**config.mk**
```make
export PLATFORM = sky130hd
export DESIGN_NAME = median_7_to_bram_writer_flat
export DESIGN_NICKNAME = d
export VERILOG_FILES = /design/src/rtl/median_pkg.sv /design/src/rtl/median_7_to_bram_writer_if.sv /design/src/rtl/median_valid_delay.sv /design/src/rtl/median_7_to_bram_writer.sv /design/src/flat_wrapper.sv
export SDC_FILE = /design/constraint.sdc
export NUM_CORES = 1
export LEC_CHECK = 0
export CORE_MARGIN = 2
export CORE_UTILIZATION = 49
export CTS_BUF_LIST = sky130_fd_sc_hd__clkbuf_2 sky130_fd_sc_hd__clkbuf_4 sky130_fd_sc_hd__clkbuf_8
export CTS_CLUSTER_DIAMETER = 100
export CTS_CLUSTER_SIZE = 25
export DETAILED_ROUTE_END_ITERATION = 8
export PLACE_DENSITY = 0.83
export SETUP_SLACK_MARGIN = 0.5
export SLEW_MARGIN = 10
export SYNTH_ARGS = -nofsm -noshare
export SYNTH_HDL_FRONTEND = slang
export SYNTH_SLANG_ARGS = --single-unit
```
**constraint.sdc**
```tcl
create_clock -name i_clk -period 1.75 [get_ports i_clk]
set_clock_uncertainty 0.15 [all_clocks]
set_input_delay 0.175 -clock i_clk [delete_from_list [all_inputs] [get_ports i_clk]]
set_output_delay 0.175 -clock i_clk [all_outputs]
set_load 0.05 [all_outputs]
```
**src/rtl/median_pkg.sv**
```systemverilog
// median_pkg: state encoding and window geometry shared by the 7x7 median pipeline stages.
package median_pkg;
  typedef enum logic [1:0] {IDLE = 2'd0, RUN = 2'd1, DONE = 2'd2} wr_state_e;
  localparam int IMG_W     = 64;
  localparam int IMG_H     = 64;
  localparam int OUT_W_DEF = IMG_W - 7 + 1;
  localparam int OUT_H_DEF = IMG_H - 7 + 1;
endpackage

```
**src/rtl/median_7_to_bram_writer_if.sv**
```systemverilog
// median_7_to_bram_writer_if: strobe/median inputs and BRAM write port of the median writer.
interface median_7_to_bram_writer_if #(parameter int DATA_W = 8, parameter int ADDR_W = 12);
  logic              start;
  logic              enable_7x7;
  logic [DATA_W-1:0] median;
  logic              bram_we;
  logic [ADDR_W-1:0] bram_addr;
  logic [DATA_W-1:0] bram_din;
  logic              busy;
  logic              frame_done;
  logic              overrun;
  logic [1:0]        state;
  modport master (output start, enable_7x7, median,
                  input bram_we, bram_addr, bram_din, busy, frame_done, overrun, state);
  modport slave  (input start, enable_7x7, median,
                  output bram_we, bram_addr, bram_din, busy, frame_done, overrun, state);
endinterface

```
**src/rtl/median_valid_delay.sv**
```systemverilog
// median_valid_delay: LAT-deep 1-bit shift register aligning the compute strobe with the median result.
module median_valid_delay #(parameter int LAT = 4) (
  input  logic i_clk,
  input  logic i_rst_n,
  input  logic i_d,
  output logic o_q
);
  logic [LAT-1:0] sr_q, sr_d;
  always_comb begin
    sr_d    = sr_q << 1;
    sr_d[0] = i_d;
  end
  always_ff @(posedge i_clk) sr_q <= i_rst_n ? sr_d : '0;
  assign o_q = sr_q[LAT-1];
endmodule

```
**src/rtl/median_7_to_bram_writer.sv**
```systemverilog
// median_7_to_bram_writer: writes aligned median pixels to BRAM in raster order and flags frame completion.
module median_7_to_bram_writer
  import median_pkg::*;
#(
  parameter int DATA_W     = 8,
  parameter int MEDIAN_LAT = 4,
  parameter int OUT_W      = OUT_W_DEF,
  parameter int OUT_H      = OUT_H_DEF,
  parameter int ADDR_W     = 12,
  parameter int BASE_ADDR  = 0
) (
  input  logic i_clk,
  input  logic i_rst_n,
  median_7_to_bram_writer_if.slave bus
);
  localparam int CW = $clog2(OUT_W + 1);
  localparam int RW = $clog2(OUT_H + 1);
  localparam logic [CW-1:0]     COL_LAST = CW'(OUT_W - 1);
  localparam logic [RW-1:0]     ROW_LAST = RW'(OUT_H - 1);
  localparam logic [ADDR_W-1:0] BASE     = ADDR_W'(BASE_ADDR);
  wr_state_e         state_q, state_d;
  logic [CW-1:0]     col_q, col_d;
  logic [RW-1:0]     row_q, row_d;
  logic [ADDR_W-1:0] addr_q, addr_d, wa_q, wa_d;
  logic [DATA_W-1:0] din_q, din_d;
  logic              we_q, we_d, ovr_q, ovr_d, v_al, col_end;
  median_valid_delay #(.LAT(MEDIAN_LAT)) u_dly (
    .i_clk(i_clk), .i_rst_n(i_rst_n), .i_d(bus.enable_7x7), .o_q(v_al)
  );
  assign col_end = col_q == COL_LAST;
  always_comb begin
    state_d = state_q;
    col_d   = col_q;
    row_d   = row_q;
    addr_d  = addr_q;
    wa_d    = wa_q;
    din_d   = din_q;
    we_d    = 1'b0;
    ovr_d   = ovr_q;
    case (state_q)
      IDLE: if (bus.start) begin
        state_d = RUN;
        col_d   = '0;
        row_d   = '0;
        addr_d  = BASE;
        ovr_d   = 1'b0;
      end
      RUN: if (v_al) begin
        we_d    = 1'b1;
        wa_d    = addr_q;
        din_d   = bus.median;
        addr_d  = addr_q + ADDR_W'(1);
        col_d   = col_end ? '0 : col_q + CW'(1);
        row_d   = col_end ? row_q + RW'(1) : row_q;
        state_d = (col_end && row_q == ROW_LAST) ? DONE : RUN;
      end
      default: state_d = IDLE;
    endcase
    // a valid outside RUN is lost; setting wins over the start-time clear
    if (v_al && state_q != RUN) ovr_d = 1'b1;
  end
  always_ff @(posedge i_clk) begin
    if (!i_rst_n) begin
      state_q <= IDLE;
      col_q   <= '0;
      row_q   <= '0;
      addr_q  <= BASE;
      wa_q    <= BASE;
      din_q   <= '0;
      we_q    <= 1'b0;
      ovr_q   <= 1'b0;
    end else begin
      state_q <= state_d;
      col_q   <= col_d;
      row_q   <= row_d;
      addr_q  <= addr_d;
      wa_q    <= wa_d;
      din_q   <= din_d;
      we_q    <= we_d;
      ovr_q   <= ovr_d;
    end
  end
  assign bus.bram_we    = we_q;
  assign bus.bram_addr  = wa_q;
  assign bus.bram_din   = din_q;
  assign bus.busy       = state_q == RUN;
  assign bus.frame_done = state_q == DONE;
  assign bus.overrun    = ovr_q;
  assign bus.state      = state_q;
endmodule

```
**src/flat_wrapper.sv**
```systemverilog
// flat-port wrapper written by rule: the top's interface ports become plain ports
module median_7_to_bram_writer_flat import median_pkg::*;
#(
  parameter int DATA_W     = 8,
  parameter int MEDIAN_LAT = 4,
  parameter int OUT_W      = OUT_W_DEF,
  parameter int OUT_H      = OUT_H_DEF,
  parameter int ADDR_W     = 12,
  parameter int BASE_ADDR  = 0
)
  (i_clk, i_rst_n, bus_start, bus_enable_7x7, bus_median, bus_bram_we, bus_bram_addr, bus_bram_din, bus_busy, bus_frame_done, bus_overrun, bus_state);
  median_7_to_bram_writer_if #(.DATA_W(DATA_W), .ADDR_W(ADDR_W)) bus_i ();
  input  logic i_clk;
  input  logic i_rst_n;
  input wire logic [$bits(bus_i.start)-1:0] bus_start;
  input wire logic [$bits(bus_i.enable_7x7)-1:0] bus_enable_7x7;
  input wire logic [$bits(bus_i.median)-1:0] bus_median;
  output wire logic [$bits(bus_i.bram_we)-1:0] bus_bram_we;
  output wire logic [$bits(bus_i.bram_addr)-1:0] bus_bram_addr;
  output wire logic [$bits(bus_i.bram_din)-1:0] bus_bram_din;
  output wire logic [$bits(bus_i.busy)-1:0] bus_busy;
  output wire logic [$bits(bus_i.frame_done)-1:0] bus_frame_done;
  output wire logic [$bits(bus_i.overrun)-1:0] bus_overrun;
  output wire logic [$bits(bus_i.state)-1:0] bus_state;
  assign bus_i.start = bus_start;
  assign bus_i.enable_7x7 = bus_enable_7x7;
  assign bus_i.median = bus_median;
  assign bus_bram_we = bus_i.bram_we;
  assign bus_bram_addr = bus_i.bram_addr;
  assign bus_bram_din = bus_i.bram_din;
  assign bus_busy = bus_i.busy;
  assign bus_frame_done = bus_i.frame_done;
  assign bus_overrun = bus_i.overrun;
  assign bus_state = bus_i.state;
  median_7_to_bram_writer #(.DATA_W(DATA_W), .MEDIAN_LAT(MEDIAN_LAT), .OUT_W(OUT_W), .OUT_H(OUT_H), .ADDR_W(ADDR_W), .BASE_ADDR(BASE_ADDR)) u_core (.i_clk(i_clk), .i_rst_n(i_rst_n), .bus(bus_i));
endmodule
```
## Word level (Yosys, flattened, before mapping)

Index checks and enable logic that the tools add are counted.

- Flip-flop bits (word level): 52
- Input port bits: 12
- Output and inout port bits: 26

- Add/subtract/negate cells: 3
- Eq/ne operators: 8
- Muxes and demuxes: 18
- Reductions and logical operators: 12

Operators with widths:

| cell | count |
|---|---|
| $mux 6 | 5 |
| $mux 12 | 2 |
| $pmux 12 s2 | 1 |
| $pmux 6 s2 | 2 |
| $add 12x1->12 const B | 1 |
| $add 6x1->6 const B | 2 |
| $eq 6x6->1 const B | 2 |
| $reduce_and 2->1 | 4 |
| $mux 2 | 3 |
| $ne 2x1->1 const B | 3 |
| $reduce_bool 2->1 | 3 |
| $mux 1 | 4 |
| $pmux 2 s2 | 1 |
| $reduce_and 4->1 | 1 |
| $reduce_and 3->1 | 1 |
| $eq 2x1->1 const B | 1 |
| $eq 2x2->1 const B | 1 |
| $logic_and 1x1->1 | 2 |
| $logic_not 2->1 | 1 |
| $ne 2x2->1 const B | 1 |

## Depth between registers and ports, before layout

- Depth after elaboration: 5
- Gate-level depth with buffers: 6
- Depth with buffers taken out: 6

## Cells and area by module

From an unflattened synthesis, not the netlist that was laid out.

- Cell total of the unflattened synthesis: 249
- Area total of the unflattened synthesis: 2223.4 um^2

Modules (own cells, without submodules):

| module | instances | cells an instance | area an instance (um^2) |
|---|---|---|---|
| median_7_to_bram_writer | 1 | 241 | 2118.3 |
| median_valid_delay | 1 | 8 | 105.1 |

## Least setup slack after synthesis

No wires, ideal clock.

- Path kind: flip-flop to flip-flop
- Start point: register u_core.state_q[0] (netlist: u_core.bus.state[0])
- End point: register u_core.row_q[5]
- Arrival: 2.032 ns
- Data required time: 1.477 ns
- Setup slack: -0.555 ns
- Cell stages (with the launch flop): 5
- Path buffers: 0
- Period minus slack after synthesis: 2.305 ns
- Cells stage by stage: dfxtp_1 mux2i_1 or2_4 or4_1 mux2_1

- Cells in the longest elaborated chain, start to end: 3
- Elaborated cells between the ends (all ways): 8

Ends and longest elaborated chain:

| element | RTL line | text |
|---|---|---|
| start: declaration | median_7_to_bram_writer.sv:21 | `wr_state_e state_q, state_d;` |
| start signal: assignment | median_7_to_bram_writer.sv:73 | `state_q <= state_d;` |
| $eq 2x1->1 or $logic_not 2->1 (tied branches) | median_7_to_bram_writer.sv:40 | `case (state_q)` |
| $ne 2x1->1 (no line) (tied with other cells) | - |  |
| $reduce_and 4->1 (no line) | - |  |
| end signal: assignment | median_7_to_bram_writer.sv:75 | `row_q <= row_d;` |
| end: declaration | median_7_to_bram_writer.sv:23 | `logic [RW-1:0] row_q, row_d;` |

Several ways; a longest one is shown, not always the timed one.
A chain may end at the register's enable or synchronous reset.

## Final worst setup path

Ends and elaborated chain as after synthesis.

==> run_results.csv <==
group,metric,value,unit
outcome,status,"complete, but fails checks",
outcome,violations,"setup timing",
timing,drv_slew,0,
routing,drtPass1Iterations,5,
logic_synthesis,synth.distinct_cells,39,
routing,routed_wl,6890,um
placement,portBuffers,37,
placement,hpwl,3450,um
logic_synthesis,syn_avg_cell_area,8.73,um2
logic_synthesis,ys_ff_latch,52,
logic_synthesis,ys_warn_count,0,
run,max-cap-violations,0,
routing,ant_nets,0,
finish,drive_above_1_share,0.377,
routing,routedWlPerCell,18.2,um
logic_synthesis,synth_edf_count,0,
finish,final_nets,342,
timing,worst-slew-pin-transition,297,ps
logic_synthesis,synth_top_flop_cell,"dfxtp_1",
routing,vias_per_cell,5.74,
finish,fill_cells,259,
timing,worst_slack,-118,ps
clock_tree,ctsRootBufferMaster,"clkbuf_8",
timing,rsz0062_at_grt,"true",
timing,hold_viol,0,
placement,pre_cts_ws,-344,ps
grt,antenna_found_initial,0,
die,num_rows,24,
clock_tree,clkTransAtPathRegs,100,ps
logic_synthesis,yosysSeqAreaShare,0.477,
routing,drc,0,
timing,post-route-min-period,1870,ps
power_and_ir_drop,vdd_drop_max,0.547,mV
clock_tree,cts.sink_count,52,
logic_synthesis,async_reset_ff_frac,0,
timing,fmax,535,MHz
grt,grt_pass1_wl,9730,um
die,die_w,70.7,um
die,die_area,5000,um2
clock_tree,ctsHoldBuffers,0,
power_and_ir_drop,power.leakage,1.38,nW
min_path,hp-start,"bus_median[5]",
worst_setup_path,worst_ep_arrival_time,1920,ps
placement,gp_congestion,0.905,
worst_setup_path,cp_max_fo,2,
clock_tree,clock_latency,320,ps
die,die_y,70.7,um
power_and_ir_drop,p_per_area,763,nW/um2
worst_setup_path,cp-end-kind,"flip-flop",
worst_setup_path,crit_type,"reg -> reg",
logic_synthesis,synth_area_leader_cell,"dfxtp_1",
grt,grt_overflow,0,
routing,vias,2168,
worst_setup_path,cp.required,1800,ps
power_and_ir_drop,p_total,2.61,mW
timing,fin_hold_ws,255,ps
worst_setup_path,worst_setup_path_start_kind,"flip-flop",
logic_synthesis,yosysTopAreaCellShare,0.477,
finish,antenna_cells,0,
finish,syn_to_final_growth,56.7,%
clock_tree,cts_buffer_depth,2,
grt,grt_max_degree,17,
grt,track_usage,0.247,
timing,setup-violations-final,5,
grt,grt_pass1_vias,2001,
routing,drt_iter0_markers,181,
clock_tree,cts-buffers-inserted,5,
worst_setup_path,crit_start,"u_core.bus.state[0]",
clock_tree,cts_tree,"yes",
finish,fin_cells,378,
logic_synthesis,syn_inst,250,
logic_synthesis,synth.net_count,267,
worst_setup_path,regToRegStartpoint,"u_core.bus.state[0]",
logic_synthesis,yosys-top-cells-area,"dfxtp_1, nand2_1, a21boi_0",
logic_synthesis,syn_area,2180,um2
die,ios,38,
logic_synthesis,yosys-top-cells-count,"dfxtp_1, nand2_1, a21boi_0, nor2_1, clkbuf_1",
die,start_util,0.505,
timing,fin_crit_sh,1.07,
clock_tree,htree_levels,2,
placement,placed_cells,358,
min_path,hold_path_class,"in -> reg",
die,core,4320,um2
timing,relSlewSlack,0.801,
logic_synthesis,yosysMostFrequentCell,"dfxtp_1",
[cells in the final DEF (no fill, tap or decap), types with 3 or more instances in the layout]
| cell | netlist | routed |
|---|---|---|
| xnor2_2 | 0 | 3 |
| clkdlybuf4s50_1 | 0 | 11 |
| nor3b_4 | 0 | 4 |
| inv_1 | 6 | 5 |
| nand2_1 | 48 | 46 |
| clkbuf_8 | 0 | 5 |
| a21boi_0 | 20 | 13 |
| xnor2_1 | 9 | 5 |
| nor2_1 | 20 | 16 |
| buf_4 | 0 | 50 |
| nand4b_1 | 4 | 4 |
| dfxtp_2 | 0 | 6 |
| bufinv_16 | 0 | 3 |
| ha_1 | 5 | 5 |
| buf_12 | 0 | 4 |
| and2_1 | 5 | 5 |
| buf_6 | 0 | 7 |
| buf_8 | 0 | 4 |
| o21ai_1 | 1 | 4 |
| a21oi_2 | 0 | 3 |
| nor2_4 | 0 | 3 |
| nor3_4 | 0 | 4 |
| dfxtp_1 | 52 | 44 |
| nand3_1 | 7 | 7 |
| o21ai_0 | 9 | 5 |
| a21oi_1 | 6 | 3 |
| a21boi_1 | 1 | 8 |
[through the flow]
| step | setup TNS, ps | util | instance area [um2] |
|---|---|---|---|
| after floorplan | -707 | - | 2250 |
| after global placement | -1100 | 0.658 | 2840 |
| after detailed placement | -1490 | 0.658 | 2840 |
| after CTS | -152 | 0.764 | 3300 |
| after global routing | -433 | 0.791 | 3420 |
| final | -237 | 0.791 | 3420 |
[sequential cells by signal (all words and copies together) (netlist names)]
signal and cells:
u_core.bus.bram_din 8, u_core.bus.state 2, u_core.bus.bram_addr 12, u_core.bus.overrun 1, u_core.u_dly.sr_q 4, u_core.bus.bram_we 1
u_core.row_q 6, u_core.col_q 6, u_core.addr_q 12
[kinds of logic (layout without fill, tap and decap cells)]
logic type | after synthesis | after routing | share of synthesized area
DFF | 52 | 52 | 0.477
and+or+nand+nor | 116 | 116 | 0.263
xor gates and xnor gates | 12 | 12 | 0.0482
AOI/OAI and AO/OA | 46 | 46 | 0.144
buffers and inverters | 17 | 93 | 0.0292
muxes | 2 | 2 | 0.00975
adders and majority gates | 5 | 5 | 0.0287
[report_power, final]
group          leakage (nW)  switching, mW  internal (mW)
Clock                0.0784          0.414          0.715
Combinational         0.882          0.141          0.140
Sequential            0.424        0.00781           1.19
Total                  1.38          0.563           2.05
[routing by layer]
layer  share of wire  vias up  GRT usage
met5               0        -          0
li1                -     1000          -
met3           0.078       27     0.0584
met2            0.51      118      0.418
met1            0.38     1023      0.307
met4           0.031        0     0.0901
[repair_timing]
| action | CTS | global route |
|---|---|---|
| gates cloned | 2 | 0 |
| pin swaps | 18 | 14 |
| endpoints found under the setup margin | 51 | 52 |
| buffers inserted | 7 | 3 |
| endpoints found under the hold margin | 0 | 0 |
| resized for setup | 51 | 22 |
[layout make-up]
cell class	count	area (um2)	area share
clock buffers	5	68.8	0.0201
clock inverters	3	90.1	0.0263
inverters	6	26.3	0.00768
multi-input cells	181	1340	0.392
flip-flops and latches	52	1060	0.309
well taps	52	65.1	0.0190
repair buffers	79	774	0.226
[final timing paths]
| check | to | slack [ps] | cells past startpoint |
|---|---|---|---|
| hold reg to reg | u_core.u_dly.sr_q[3] | 300 | 1 |
| hold / removal | u_core.bus.bram_din[5] | 250 | 3 |
| setup / recovery | u_core.row_q[5] | -120 | 4 |
| setup reg to reg | u_core.row_q[5] | -120 | 4 |
[worst max-delay path: stages (launching register included)]
cell and delay [ps]:
dfxtp_4 370, mux2i_4 190, or2_4 240, or4_4 490
mux2_4 310
No activity file was read; power rests on OpenSTA's default activity.
